<file path="src/rtl/HermesPkg.sv">
// Purpose : shared types and helpers for the Hermes local-port arbiter.
// Latency : n/a (types and pure functions only).
// Backpr. : n/a.
package HermesPkg;

  // One-hot packet-framing state of the local-port arbiter.
  typedef enum logic [3:0] {
    ARB_IDLE    = 4'b0001,
    ARB_HEADER  = 4'b0010,
    ARB_SIZE    = 4'b0100,
    ARB_PAYLOAD = 4'b1000
  } hermes_arb_state_t;

  // Round-robin search distance from the last grant to candidate 'to'.
  // The channel right after 'from' has distance 0, and 'from' itself has
  // distance n-1. The last winner therefore ranks lowest and wins only
  // when it is the sole requester.
  function automatic int rr_distance(input int from, input int to, input int n);
    return (to - from - 1 + n) % n;
  endfunction

endpackage

</file>
<file path="src/rtl/hermes_rr_arbiter.sv">
// Purpose : combinational round-robin pick among NCHAN requesters.
// Latency : 0 cycles (pure combinational).
// Backpr. : none; the caller decides when the winner is latched.
//
// Ports:
//   req    : request vector, one bit per channel
//   last   : previously granted channel; the search starts at last+1
//   winner : first requesting channel at or after last+1, modulo NCHAN
//   found  : at least one request is present (winner is valid)
module hermes_rr_arbiter
  import HermesPkg::*;
#(
  parameter int NCHAN = 4,
  parameter int GW    = $clog2(NCHAN)
) (
  input  logic [NCHAN-1:0] req,
  input  logic [GW-1:0]    last,
  output logic [GW-1:0]    winner,
  output logic             found
);

  int best;

  // Keep the requester with the smallest wrap-around distance from 'last'.
  // This is equivalent to scanning last+1, last+2, ... and stopping at the
  // first request, but it avoids a variable-indexed loop.
  always_comb begin
    winner = last;
    best   = NCHAN;
    for (int c = 0; c < NCHAN; c++) begin
      if (req[c] && (rr_distance(int'(last), c, NCHAN) < best)) begin
        best   = rr_distance(int'(last), c, NCHAN);
        winner = GW'(c);
      end
    end
  end

  assign found = |req;

endmodule

</file>
<file path="src/rtl/hermes_local_arbiter.sv">
// Purpose : shares one Hermes router local input port among NCHAN producers,
//           holding the grant for a whole packet (header, size, size payloads).
// Latency : data is pass-through (0 cycles). There is a 1-cycle arbitration
//           bubble in IDLE before each header.
// Backpr. : credit_i low stalls the granted channel (ready low). A granted
//           channel that drops valid stalls the port; others wait.
//
// Ports:
//   clk_i, rst_i : clock and asynchronous active-high reset
//   ch_valid_i   : per-channel flit valid
//   ch_data_i    : per-channel flits, channel i at [i*FLIT_SIZE +: FLIT_SIZE]
//   ch_ready_o   : flit of the granted channel is consumed when valid
//   tx_o, data_o : flit toward the router local port (data_o is 0 when idle)
//   credit_i     : router local buffer can take a flit this cycle
//   grant_o      : currently/last granted channel
//   busy_o       : a packet is in progress
//   pkt_done_o   : last flit of a packet transferred this cycle
module hermes_local_arbiter
  import HermesPkg::*;
#(
  parameter int NCHAN     = 4,
  parameter int FLIT_SIZE = 32
) (
  input  logic                       clk_i,
  input  logic                       rst_i,
  input  logic [NCHAN-1:0]           ch_valid_i,
  input  logic [NCHAN*FLIT_SIZE-1:0] ch_data_i,
  output logic [NCHAN-1:0]           ch_ready_o,
  output logic                       tx_o,
  output logic [FLIT_SIZE-1:0]       data_o,
  input  logic                       credit_i,
  output logic [$clog2(NCHAN)-1:0]   grant_o,
  output logic                       busy_o,
  output logic                       pkt_done_o
);

  localparam int GW = $clog2(NCHAN);
  localparam logic [FLIT_SIZE-1:0] CNT_ONE = FLIT_SIZE'(1);

  hermes_arb_state_t    state, state_nxt;
  logic [GW-1:0]        grant, grant_nxt;
  logic [FLIT_SIZE-1:0] cnt, cnt_nxt;
  logic [FLIT_SIZE-1:0] data_sel;
  logic                 valid_sel;
  logic                 busy;
  logic                 xfer;
  logic                 pkt_done;
  logic [GW-1:0]        rr_winner;
  logic                 rr_found;

  hermes_rr_arbiter #(
    .NCHAN (NCHAN),
    .GW    (GW)
  ) u_rr (
    .req    (ch_valid_i),
    .last   (grant),
    .winner (rr_winner),
    .found  (rr_found)
  );

  // Select the granted channel's flit and valid.
  always_comb begin
    data_sel  = '0;
    valid_sel = 1'b0;
    for (int c = 0; c < NCHAN; c++) begin
      if (grant == GW'(c)) begin
        data_sel  = ch_data_i[c*FLIT_SIZE +: FLIT_SIZE];
        valid_sel = ch_valid_i[c];
      end
    end
  end

  assign busy = (state != ARB_IDLE);
  assign xfer = busy && valid_sel && credit_i;

  // Ready depends only on credit, not on the channel's own valid.
  // A producer that is not presenting a flit simply ignores it.
  always_comb begin
    ch_ready_o = '0;
    for (int c = 0; c < NCHAN; c++) begin
      if (busy && credit_i && (grant == GW'(c))) begin
        ch_ready_o[c] = 1'b1;
      end
    end
  end

  // State register. Reset is asynchronous, so a packet in flight is
  // dropped immediately. grant resets to the last channel so that the
  // first search lands on channel 0.
  always_ff @(posedge clk_i or posedge rst_i) begin
    if (rst_i) begin
      state <= ARB_IDLE;
      grant <= GW'(NCHAN - 1);
      cnt   <= '0;
    end else begin
      state <= state_nxt;
      grant <= grant_nxt;
      cnt   <= cnt_nxt;
    end
  end

  // Next-state logic. Nothing moves without a transfer. The grant changes
  // only when leaving IDLE, so requests raised mid-packet wait for the
  // next arbitration.
  always_comb begin
    state_nxt = state;
    grant_nxt = grant;
    cnt_nxt   = cnt;
    pkt_done  = 1'b0;
    unique case (state)
      ARB_IDLE: begin
        if (rr_found) begin
          grant_nxt = rr_winner;
          state_nxt = ARB_HEADER;
        end
      end
      ARB_HEADER: begin
        if (xfer) begin
          state_nxt = ARB_SIZE;
        end
      end
      ARB_SIZE: begin
        if (xfer) begin
          cnt_nxt = data_sel;
          if (data_sel == '0) begin
            state_nxt = ARB_IDLE;
            pkt_done  = 1'b1;
          end else begin
            state_nxt = ARB_PAYLOAD;
          end
        end
      end
      ARB_PAYLOAD: begin
        if (xfer) begin
          cnt_nxt = cnt - CNT_ONE;
          if (cnt == CNT_ONE) begin
            state_nxt = ARB_IDLE;
            pkt_done  = 1'b1;
          end
        end
      end
      default: begin
        state_nxt = ARB_IDLE;
      end
    endcase
  end

  assign tx_o       = busy && valid_sel;
  assign data_o     = busy ? data_sel : '0;
  assign grant_o    = grant;
  assign busy_o     = busy;
  assign pkt_done_o = pkt_done;

endmodule

</file>
<file path="config.mk">
export PLATFORM = sky130hd
export DESIGN_NAME = hermes_local_arbiter
export DESIGN_NICKNAME = d
export VERILOG_FILES = /design/src/rtl/HermesPkg.sv /design/src/rtl/hermes_rr_arbiter.sv /design/src/rtl/hermes_local_arbiter.sv
export SDC_FILE = /design/constraint.sdc
export NUM_CORES = 1
export LEC_CHECK = 0
export CAP_MARGIN = 15
export CORE_MARGIN = 1.5
export CORE_UTILIZATION = 32
export DETAILED_ROUTE_END_ITERATION = 8
export PLACE_DENSITY_LB_ADDON = 0.05
export SLEW_MARGIN = 25
export SYNTH_ARGS = -nofsm -noshare
export SYNTH_HDL_FRONTEND = slang
export SYNTH_SLANG_ARGS = --single-unit
</file>
<file path="constraint.sdc">
create_clock -name clk_i -period 12.25 [get_ports clk_i]
set_clock_uncertainty 0.2 [all_clocks]
set_input_delay 2.45 -clock clk_i [delete_from_list [all_inputs] [get_ports clk_i]]
set_output_delay 2.45 -clock clk_i [all_outputs]
set_load 0.03 [all_outputs]
</file>
==> results of run 1 <==
## power breakdown
group	switching [mW]	total, mW	internal, mW	leakage [nW]
combinational	0.896	1.44	0.547	2.06
sequential	0.0650	0.248	0.183	0.478
clock	0.0553	0.178	0.122	0.0971
## through the flow
stage / area, um2 / worst slack [ps] / instances
after floorplan: 4570 / 5180 / 676
after global placement: 6400 / 4110 / 984
after detailed placement: 6400 / 4030 / 984
after CTS: 6600 / 4030 / 992
after global routing: 6600 / 3880 / 992
final: 6600 / 4000 / 992
## sequential cells by signal (all words and copies together), names as in the netlist
signal and cells:
cnt 32, state 4, grant_o 2
## worst min-delay path by stage
stage | start | end | slack, ps | cells after the start
finish | cnt[19]$_DFFE_PP0P_ | cnt[19]$_DFFE_PP0P_ | 280 | 2
global route | cnt[27]$_DFFE_PP0P_ | cnt[27]$_DFFE_PP0P_ | 340 | 1
floorplan | cnt[19]$_DFFE_PP0P_ | cnt[19]$_DFFE_PP0P_ | 240 | 2
detailed placement | cnt[19]$_DFFE_PP0P_ | cnt[19]$_DFFE_PP0P_ | 270 | 2
global placement | cnt[19]$_DFFE_PP0P_ | cnt[19]$_DFFE_PP0P_ | 270 | 2
CTS | cnt[19]$_DFFE_PP0P_ | cnt[19]$_DFFE_PP0P_ | 290 | 2
## per-layer routing
layer  vias up  part of all wire
li1       2730                 -
met1      2647              0.43
met2       217              0.47
met3        30             0.071
met4         0             0.029
met5         -                 0
## layout by cell type (no fill, tap or decap), drive strengths merged, types with 8 or more instances in the layout
master         count
o22a               8
a21oi             60
nand2             61
dfrtp             35
o22ai             13
ha                11
clkdlybuf4s50    175
nand3b            22
nor2b             11
buf                9
inv               32
nand3             14
and2               8
nor2              94
o21ai             55
nor3              19
a221oi            26
nand2b            20
a2111oi            8
o21a               9
nor3b             12
## worst register-to-register path, cell delays in order, from the launching register on
cell	delay, ps
sky130_fd_sc_hd__dfstp_2	660
sky130_fd_sc_hd__inv_1	100
sky130_fd_sc_hd__ha_1	210
sky130_fd_sc_hd__buf_4	270
sky130_fd_sc_hd__inv_1	630
sky130_fd_sc_hd__o221ai_1	260
sky130_fd_sc_hd__a21oi_1	650
sky130_fd_sc_hd__and3_1	770
sky130_fd_sc_hd__o21ai_0	210
sky130_fd_sc_hd__a22o_1	270
## cell families (layout without fill, tap and decap cells)
family / count (synthesis) / count (layout) / share of synthesized area
buffers and inverters: 88 / 224 / 0.0770
XOR/XNOR: 4 / 4 / 0.00767
adder cells (fa/ha/maj): 11 / 11 / 0.0301
AO/OA/AOI/OAI: 233 / 233 / 0.335
other: 1 / 1 / 0.000821
flip-flops: 38 / 38 / 0.209
AND/OR/NAND/NOR: 301 / 301 / 0.341
## cell type report
cell class | count | share of cell area
well taps | 180 | 0.0341
inverters | 32 | 0.0182
clock inverters | 2 | 0.00910
repair buffers | 184 | 0.276
clock buffers | 6 | 0.0211
flip-flops and latches | 38 | 0.145
multi-input cells | 550 | 0.497
==> tab_implementation.tex, run 1 <==
\begin{tabular}{lr}
\hline
Metric & Value \\
\hline
\multicolumn{2}{l}{\textbf{Place}} \\
\quad Placer's final routability congestion estimate & 0.871 \\
\quad PortBufs & 175 \\
\quad Estimated wirelength of the detail-placed design & 14,800 um \\
\multicolumn{2}{l}{\textbf{Outcome}} \\
\quad Result of the run & finished clean \\
\multicolumn{2}{l}{\textbf{Timing}} \\
\quad Worst hold slack after final layout & 282 ps \\
\quad Final-layout setup total negative slack & 0 ps \\
\quad Finish-stage setup viols & 0 \\
\quad Achievable clock frequency & 121 MHz \\
\quad Slew at the pin closest to its max-slew limit & 880 ps \\
\quad Total count of hold-check failures in the final report & 0 \\
\quad Ratio of final minimum period to clock period & 0.674 \\
\quad Worst max-slew margin expressed relative to the limit & 0.407 \\
\quad Minimum period implied by the final worst setup slack & 8250 ps \\
\quad Unrepaired setup endpoints after global routing & no \\
\quad Max-slew violations & 0 \\
\multicolumn{2}{l}{\textbf{Run}} \\
\quad Max\_cap viols & 0 \\
\multicolumn{2}{l}{\textbf{Finish}} \\
\quad Antenna cells & 0 \\
\quad Area growth from synthesis to layout & 44.4\% \\
\quad Net count reported at finish & 957 \\
\quad Fraction of layout cells with a size suffix above 1 & 0.0456 \\
\quad Area occupied by registers & 955 um2 \\
\quad Post-Route Utilization & 0.475 \\
\quad Filler cell count in the final layout & roughly 1,400 \\
\quad Combined area of the multi-input logic cells & 0.00328 mm2 \\
\multicolumn{2}{l}{\textbf{Synth}} \\
\quad Post-synthesis sequential area ratio & 0.209 \\
\quad Number of warnings issued by yosys & 0 \\
\quad Most frequent cell after synthesis & sky130\_fd\_sc\_hd\_\_nor2\_1 \\
\quad Top\_reg\_cell synth & sky130\_fd\_sc\_hd\_\_dfrtp\_1 \\
\quad Post-synthesis cell type with the largest combined area & sky130\_fd\_sc\_hd\_\_dfrtp\_1 \\
\quad Number of library cell types mapped by synthesis & 63 \\
\quad Share of Yosys cell area claimed by the top area cell type & 0.192 \\
\quad Top cells by area in the synthesized netlist & sky130\_fd\_sc\_hd\_\_dfrtp\_1 19\%, sky130\_fd\_sc\_hd\_\_nor2\_1 7.5\%, sky130\_fd\_sc\_hd\_\_a21oi\_1 6.6\% \\
\quad Count of state elements after synthesis & 38 \\
\quad Syn\_nets & 822 \\
\quad Count of flip-flops with a built-in enable after synthesis & 0 \\
\quad Number of instances in the synthesized netlist & 676 \\
\quad Ranking of synthesized cells by instance count & 91 x sky130\_fd\_sc\_hd\_\_nor2\_1, 61 x sky130\_fd\_sc\_hd\_\_nand2\_1, 60 x sky130\_fd\_sc\_hd\_\_a21oi\_1 \\
\quad Average size of a mapped cell & slightly below 7 um2 \\
\quad Share of synthesized registers carrying an async set or reset & 1.00 \\
\quad Netlist area before placement & about 0.0046 mm2 \\
\multicolumn{2}{l}{\textbf{GRT}} \\
\quad Largest net degree at the start of global routing & 85 \\
\quad Met3 usage & 0.0558 \\
\quad Global Route met2 Usage & 0.457 \\
\quad Antenna violations before repair & 0 \\
\quad Remaining global-route overflow & 0 \\
\quad Number of global-route vias before repair & between 5,000 and 6,000 \\
\quad Met1 track demand over resource & 0.326 \\
\quad Aggregate global-route resource usage & 0.262 \\
\quad First-pass GRT wire length & 30,500 um \\
\quad GRT Max-Usage Layer & met2 \\
\multicolumn{2}{l}{\textbf{Setup path}} \\
\quad Termination of the worst setup path & pkt\_done\_o \\
\quad Critical-path cell with the highest stage delay & sky130\_fd\_sc\_hd\_\_clkdlybuf4s50\_1 \\
\quad Critical Path Start & ch\_data\_i[68] \\
\quad Cell type group with the largest total delay on the critical path & buffers and inverters \\
\quad Register-to-Register Path Depth & 9 \\
\quad Critical path arrival & about 5600 ps \\
\quad Worst reg2reg path startpoint & grant\_o[0]\$\_DFFE\_PP1P\_ \\
\quad Sequence of cells on the critical path & clkdlybuf4s50\_1, or2b\_1, o21a\_1, a2111oi\_0, nand4\_1, nor4\_2, nand2\_1, a21oi\_1, clkdlybuf4s50\_1 \\
\quad Highest net fanout along the worst path & 3 \\
\quad Buffers \& Inverters on Critical Path & 2 \\
\quad Critical Path Start Type & primary input \\
\quad Register-to-Register Setup Slack & 7910 ps \\
\quad Crit. path cell count & 9 \\
\quad Dominant cell type by count on the critical path & sky130\_fd\_sc\_hd\_\_clkdlybuf4s50\_1 \\
\quad End of the worst register-to-register path & cnt[18]\$\_DFFE\_PP0P\_ \\
\quad Category of the worst setup path capture point & primary output \\
\quad Max incr delay on CP & 730 ps \\
\quad Data required time of the worst path & 9600 ps \\
\quad Startpoint-to-endpoint class of the critical path & primary input to primary output \\
\multicolumn{2}{l}{\textbf{Die}} \\
\quad Top Ports & 176 \\
\quad Initial standard-cell utilization of the core & 0.329 \\
\quad Placement row count & 43 \\
\quad Floorplan die area & $\sim$0.015 mm2 \\
\quad Core Box Area & 0.0139 mm2 \\
\quad Die Width & 122 um \\
\quad Vert. Die Dim & 122 um \\
\multicolumn{2}{l}{\textbf{Route}} \\
\quad Count of nets left with antenna violations after detail routing & 0 \\
\quad Routed WL & 19,800 um \\
\quad DRC violations left & 0 \\
\quad 1st-iter DRT viols & 442 \\
\quad Vias per Instance & 5.67 \\
\quad Count of TritonRoute iterations in the first routing pass & 5 \\
\quad Total via count in the routed design & $\sim$5,600 \\
\quad Wirelength per Cell & 19.9 um \\
\multicolumn{2}{l}{\textbf{CTS}} \\
\quad Number of H-tree levels & 2 \\
\quad Clock slew at the register clock pins of the worst setup and hold paths & 60 ps \\
\quad CTS hold repair buffers & 0 \\
\quad Number of buffers inserted by post-CTS setup repair & 0 \\
\quad TritonCTS clock tree & done \\
\quad Clk Tree Root Cell & sky130\_fd\_sc\_hd\_\_clkbuf\_16 \\
\quad Num Clock Sinks & 38 \\
\quad Number of cells upsized or downsized after cts & 0 \\
\quad Buffers from clock root to sink, at most & 2 \\
\quad CTS buffer count & 5 \\
\quad Clock network latency to the later pin of the worst-skew pair & 290 ps \\
\multicolumn{2}{l}{\textbf{Power and ir drop}} \\
\quad Leakage power total & 2.64 nW \\
\quad Power Dens Cells & around 280 mW/mm2 \\
\quad Pwr Total & between 1.5 and 2 mW \\
\quad Worst-case vdd ir drop & between 200 and 250 uV \\
\multicolumn{2}{l}{\textbf{Worst hold path}} \\
\quad Class of the worst hold path & flip-flop to flip-flop \\
\hline
\end{tabular}
(Power assumes the default switching activity.)
==> inputs of run 2 (changes only) <==
clock period = 7 ns   (was 12.25 ns; I/O delays follow)
==> run 2 against run 1 <==
Against the previous run: sequential share of layout area is 0.075 points higher; cell count is 0.30% higher; critical path depth is 1 higher; global-route usage is 0.22 points lower; worst setup slack worse by 3200 ps; total power is 71% higher; sequential power is 73% higher; count of clock-buffer cells in the layout is 1 higher; largest power group unchanged.
==> tab_implementation.tex, run 2 (synthesis results as in run 1) <==
\begin{tabular}{lr}
\hline
Metric & Value \\
\hline
\multicolumn{2}{l}{\textbf{Timing}} \\
\quad Worst max-slew margin expressed relative to the limit & 0.439 (+0.0320) \\
\quad Unrepaired setup endpoints after global routing & no \\
\quad Max-slew violations & 0 (unchanged) \\
\quad Finish-stage setup viols & 0 (unchanged) \\
\quad Final-layout setup total negative slack & 0 ps (unchanged) \\
\quad Achievable clock frequency & 160 MHz \\
\quad Total count of hold-check failures in the final report & 0 (unchanged) \\
\quad Ratio of final minimum period to clock period & 0.893 \\
\quad Slew at the pin closest to its max-slew limit & 832 ps (-47.5 ps) \\
\quad Minimum period implied by the final worst setup slack & 6250 ps \\
\multicolumn{2}{l}{\textbf{CTS}} \\
\quad TritonCTS clock tree & done \\
\quad Clk Tree Root Cell & sky130\_fd\_sc\_hd\_\_clkbuf\_16 \\
\quad CTS hold repair buffers & 0 (unchanged) \\
\quad Buffers from clock root to sink, at most & 2 (unchanged) \\
\quad Num Clock Sinks & 38 (unchanged) \\
\quad Number of cells upsized or downsized after cts & 0 (unchanged) \\
\quad Clock slew at the register clock pins of the worst setup and hold paths & 60 ps (about the same) \\
\quad Number of buffers inserted by post-CTS setup repair & 0 (unchanged) \\
\quad CTS buffer count & 5 (unchanged) \\
\quad Number of H-tree levels & 2 (unchanged) \\
\quad Clock network latency to the later pin of the worst-skew pair & 280 ps (about the same) \\
\multicolumn{2}{l}{\textbf{Route}} \\
\quad Routed WL & 19,500 um (-1.1\%) \\
\quad DRC violations left & 0 (unchanged) \\
\quad 1st-iter DRT viols & 434 (-1.8\%) \\
\quad Wirelength per Cell & 19.6 um (-1.4\%) \\
\quad Vias per Instance & 5.71 (+0.78\%) \\
\quad Count of TritonRoute iterations in the first routing pass & 5 (unchanged) \\
\quad Count of nets left with antenna violations after detail routing & 0 (unchanged) \\
\quad Total via count in the routed design & 5,685 (+1.1\%) \\
\multicolumn{2}{l}{\textbf{Worst hold path}} \\
\quad Class of the worst hold path & flip-flop to flip-flop \\
\quad Min-delay src & cnt[19]\$\_DFFE\_PP0P\_ \\
\quad Hold Path End & cnt[19]\$\_DFFE\_PP0P\_ \\
\quad Depth of the worst hold-timing path & 2 (unchanged) \\
\multicolumn{2}{l}{\textbf{GRT}} \\
\quad Met1 track demand over resource & 0.335 (+0.00903) \\
\quad GRT Max-Usage Layer & met2 \\
\quad Largest net degree at the start of global routing & 70 (-18\%) \\
\quad Number of global-route vias before repair & 5,448 (-2.6\%) \\
\quad Global Route met2 Usage & 0.442 (-0.0154) \\
\quad Remaining global-route overflow & 0 (unchanged) \\
\quad Antenna violations before repair & 1 (+1) \\
\quad Aggregate global-route resource usage & 0.260 (-0.00223) \\
\quad First-pass GRT wire length & 30,000 um (-1.8\%) \\
\quad Met3 usage & 0.0460 (-0.00976) \\
\multicolumn{2}{l}{\textbf{Outcome}} \\
\quad Result of the run & finished clean \\
\multicolumn{2}{l}{\textbf{Die}} \\
\quad Die Width & 122 um (unchanged) \\
\quad Placement row count & 43 (unchanged) \\
\quad Initial standard-cell utilization of the core & 0.329 (unchanged) \\
\quad Vert. Die Dim & 122 um (unchanged) \\
\quad Floorplan die area & 0.0150 mm2 (unchanged) \\
\quad Top Ports & 176 (unchanged) \\
\quad Core Box Area & 0.0139 mm2 (unchanged) \\
\multicolumn{2}{l}{\textbf{Setup path}} \\
\quad Highest net fanout along the worst path & 44 (+41) \\
\quad Startpoint-to-endpoint class of the critical path & flip-flop to primary output \\
\quad Critical Path Start Type & flip-flop \\
\quad Register-to-Register Path Depth & 12 (+3) \\
\quad Data required time of the worst path & 5400 ps (-4200 ps) \\
\quad Category of the worst setup path capture point & primary output \\
\quad Register-to-Register Setup Slack & 3020 ps (-4890 ps) \\
\quad Critical-path cell with the highest stage delay & sky130\_fd\_sc\_hd\_\_ha\_2 \\
\quad Max incr delay on CP & 730 ps (about the same) \\
\quad Worst reg2reg path startpoint & grant\_o[0]\$\_DFFE\_PP1P\_ \\
\quad End of the worst register-to-register path & grant\_o[0]\$\_DFFE\_PP1P\_ \\
\quad Sequence of cells on the critical path & ha\_2, buf\_4, nand3b\_1, a221oi\_1, a2111oi\_0, nand4\_1, nor4\_2, nand2\_1, a21oi\_1, clkdlybuf4s50\_1 \\
\quad Critical path arrival & 4650 ps (-950 ps) \\
\multicolumn{2}{l}{\textbf{Finish}} \\
\quad Largest register by flop count & cnt \\
\quad Filler cell count in the final layout & 1,464 (+1.9\%) \\
\quad Fraction of layout cells with a size suffix above 1 & 0.0467 (+0.00112) \\
\quad Area growth from synthesis to layout & 43.7\% \\
\quad Combined area of the multi-input logic cells & 0.00328 mm2 (unchanged) \\
\quad Largest register FFs & 32 (unchanged) \\
\quad Post-Route Utilization & 0.473 (-0.00243) \\
\quad Net count reported at finish & 959 (+0.21\%) \\
\quad Area occupied by registers & 955 um2 (unchanged) \\
\quad Most common cell after layout, fill and taps aside & sky130\_fd\_sc\_hd\_\_clkdlybuf4s50\_1 \\
\quad Top library cells by usage in the layout, fill and taps aside & 175 x sky130\_fd\_sc\_hd\_\_clkdlybuf4s50\_1, 91 x sky130\_fd\_sc\_hd\_\_nor2\_1, 61 x sky130\_fd\_sc\_hd\_\_nand2\_1 \\
\multicolumn{2}{l}{\textbf{Run}} \\
\quad Max\_cap viols & 0 (unchanged) \\
\multicolumn{2}{l}{\textbf{Power and ir drop}} \\
\quad Leakage power total & 2.62 nW (-0.54\%) \\
\quad Power Dens Cells & 488 mW/mm2 (+72\%) \\
\quad Worst-case vdd ir drop & 405 uV (+83\%) \\
\multicolumn{2}{l}{\textbf{Place}} \\
\quad Placer's final routability congestion estimate & 0.898 (+3.1\%) \\
\quad PortBufs & 175 (unchanged) \\
\quad Estimated wirelength of the detail-placed design & 15,000 um (+1.2\%) \\
\hline
\end{tabular}
run 2: cell type report:
type / count / share of cell area
Timing Repair Buffer: 186 / 0.280
Inverter: 32 / 0.0183
Multi-Input combinational cell: 550 / 0.500
Tap cell: 180 / 0.0343
Clock inverter: 1 / 0.000763
Antenna cell: 1 / 0.000381
Clock buffer: 7 / 0.0217
Sequential cell: 38 / 0.145
run 2: per-stage QoR:
stage          cell area [um2]  hold WS (ps)  total power, mW  setup WS (ps)  cells
6_report                  6560           278             3.20            747    995
5_1_grt                   6560           332             3.46            485    995
4_1_cts                   6560           283             3.21            834    994
3_5_place_dp              6410           271             2.96            927    986
3_3_place_gp              6410           270             2.92            940    986
2_1_floorplan             4570           240             2.04           1910    676
run 2: critical path: cells and delay by family, from the launching register on:
family	cells	cell delay, ps
compound gates	3	900
fa+ha+maj	1	730
simple gates	4	930
buf+inv	2	1090
flops	1	680
run 2: how the worst max path moves through the flow:
stage,startpoint,endpoint,slack (ps)
2_1_floorplan,grant_o[0]$_DFFE_PP1P_,pkt_done_o,1910
3_3_place_gp,ch_data_i[68],pkt_done_o,940
3_5_place_dp,ch_data_i[76],pkt_done_o,930
4_1_cts,grant_o[0]$_DFFE_PP1P_,pkt_done_o,830
5_1_grt,grant_o[0]$_DFFE_PP1P_,pkt_done_o,480
6_report,grant_o[0]$_DFFE_PP1P_,pkt_done_o,750
run 2: per-layer routing:
layer / up-vias / part of all wire
li1: 2738 / -
met1: 2672 / 0.43
met2: 239 / 0.47
met3: 36 / 0.072
met4: 0 / 0.034
met5: - / 0
run 2: report_power, final:
group,internal [mW],switching [mW],total [mW]
clock,0.141,0.0930,0.235
sequential,0.320,0.110,0.430
combinational,0.971,1.57,2.54
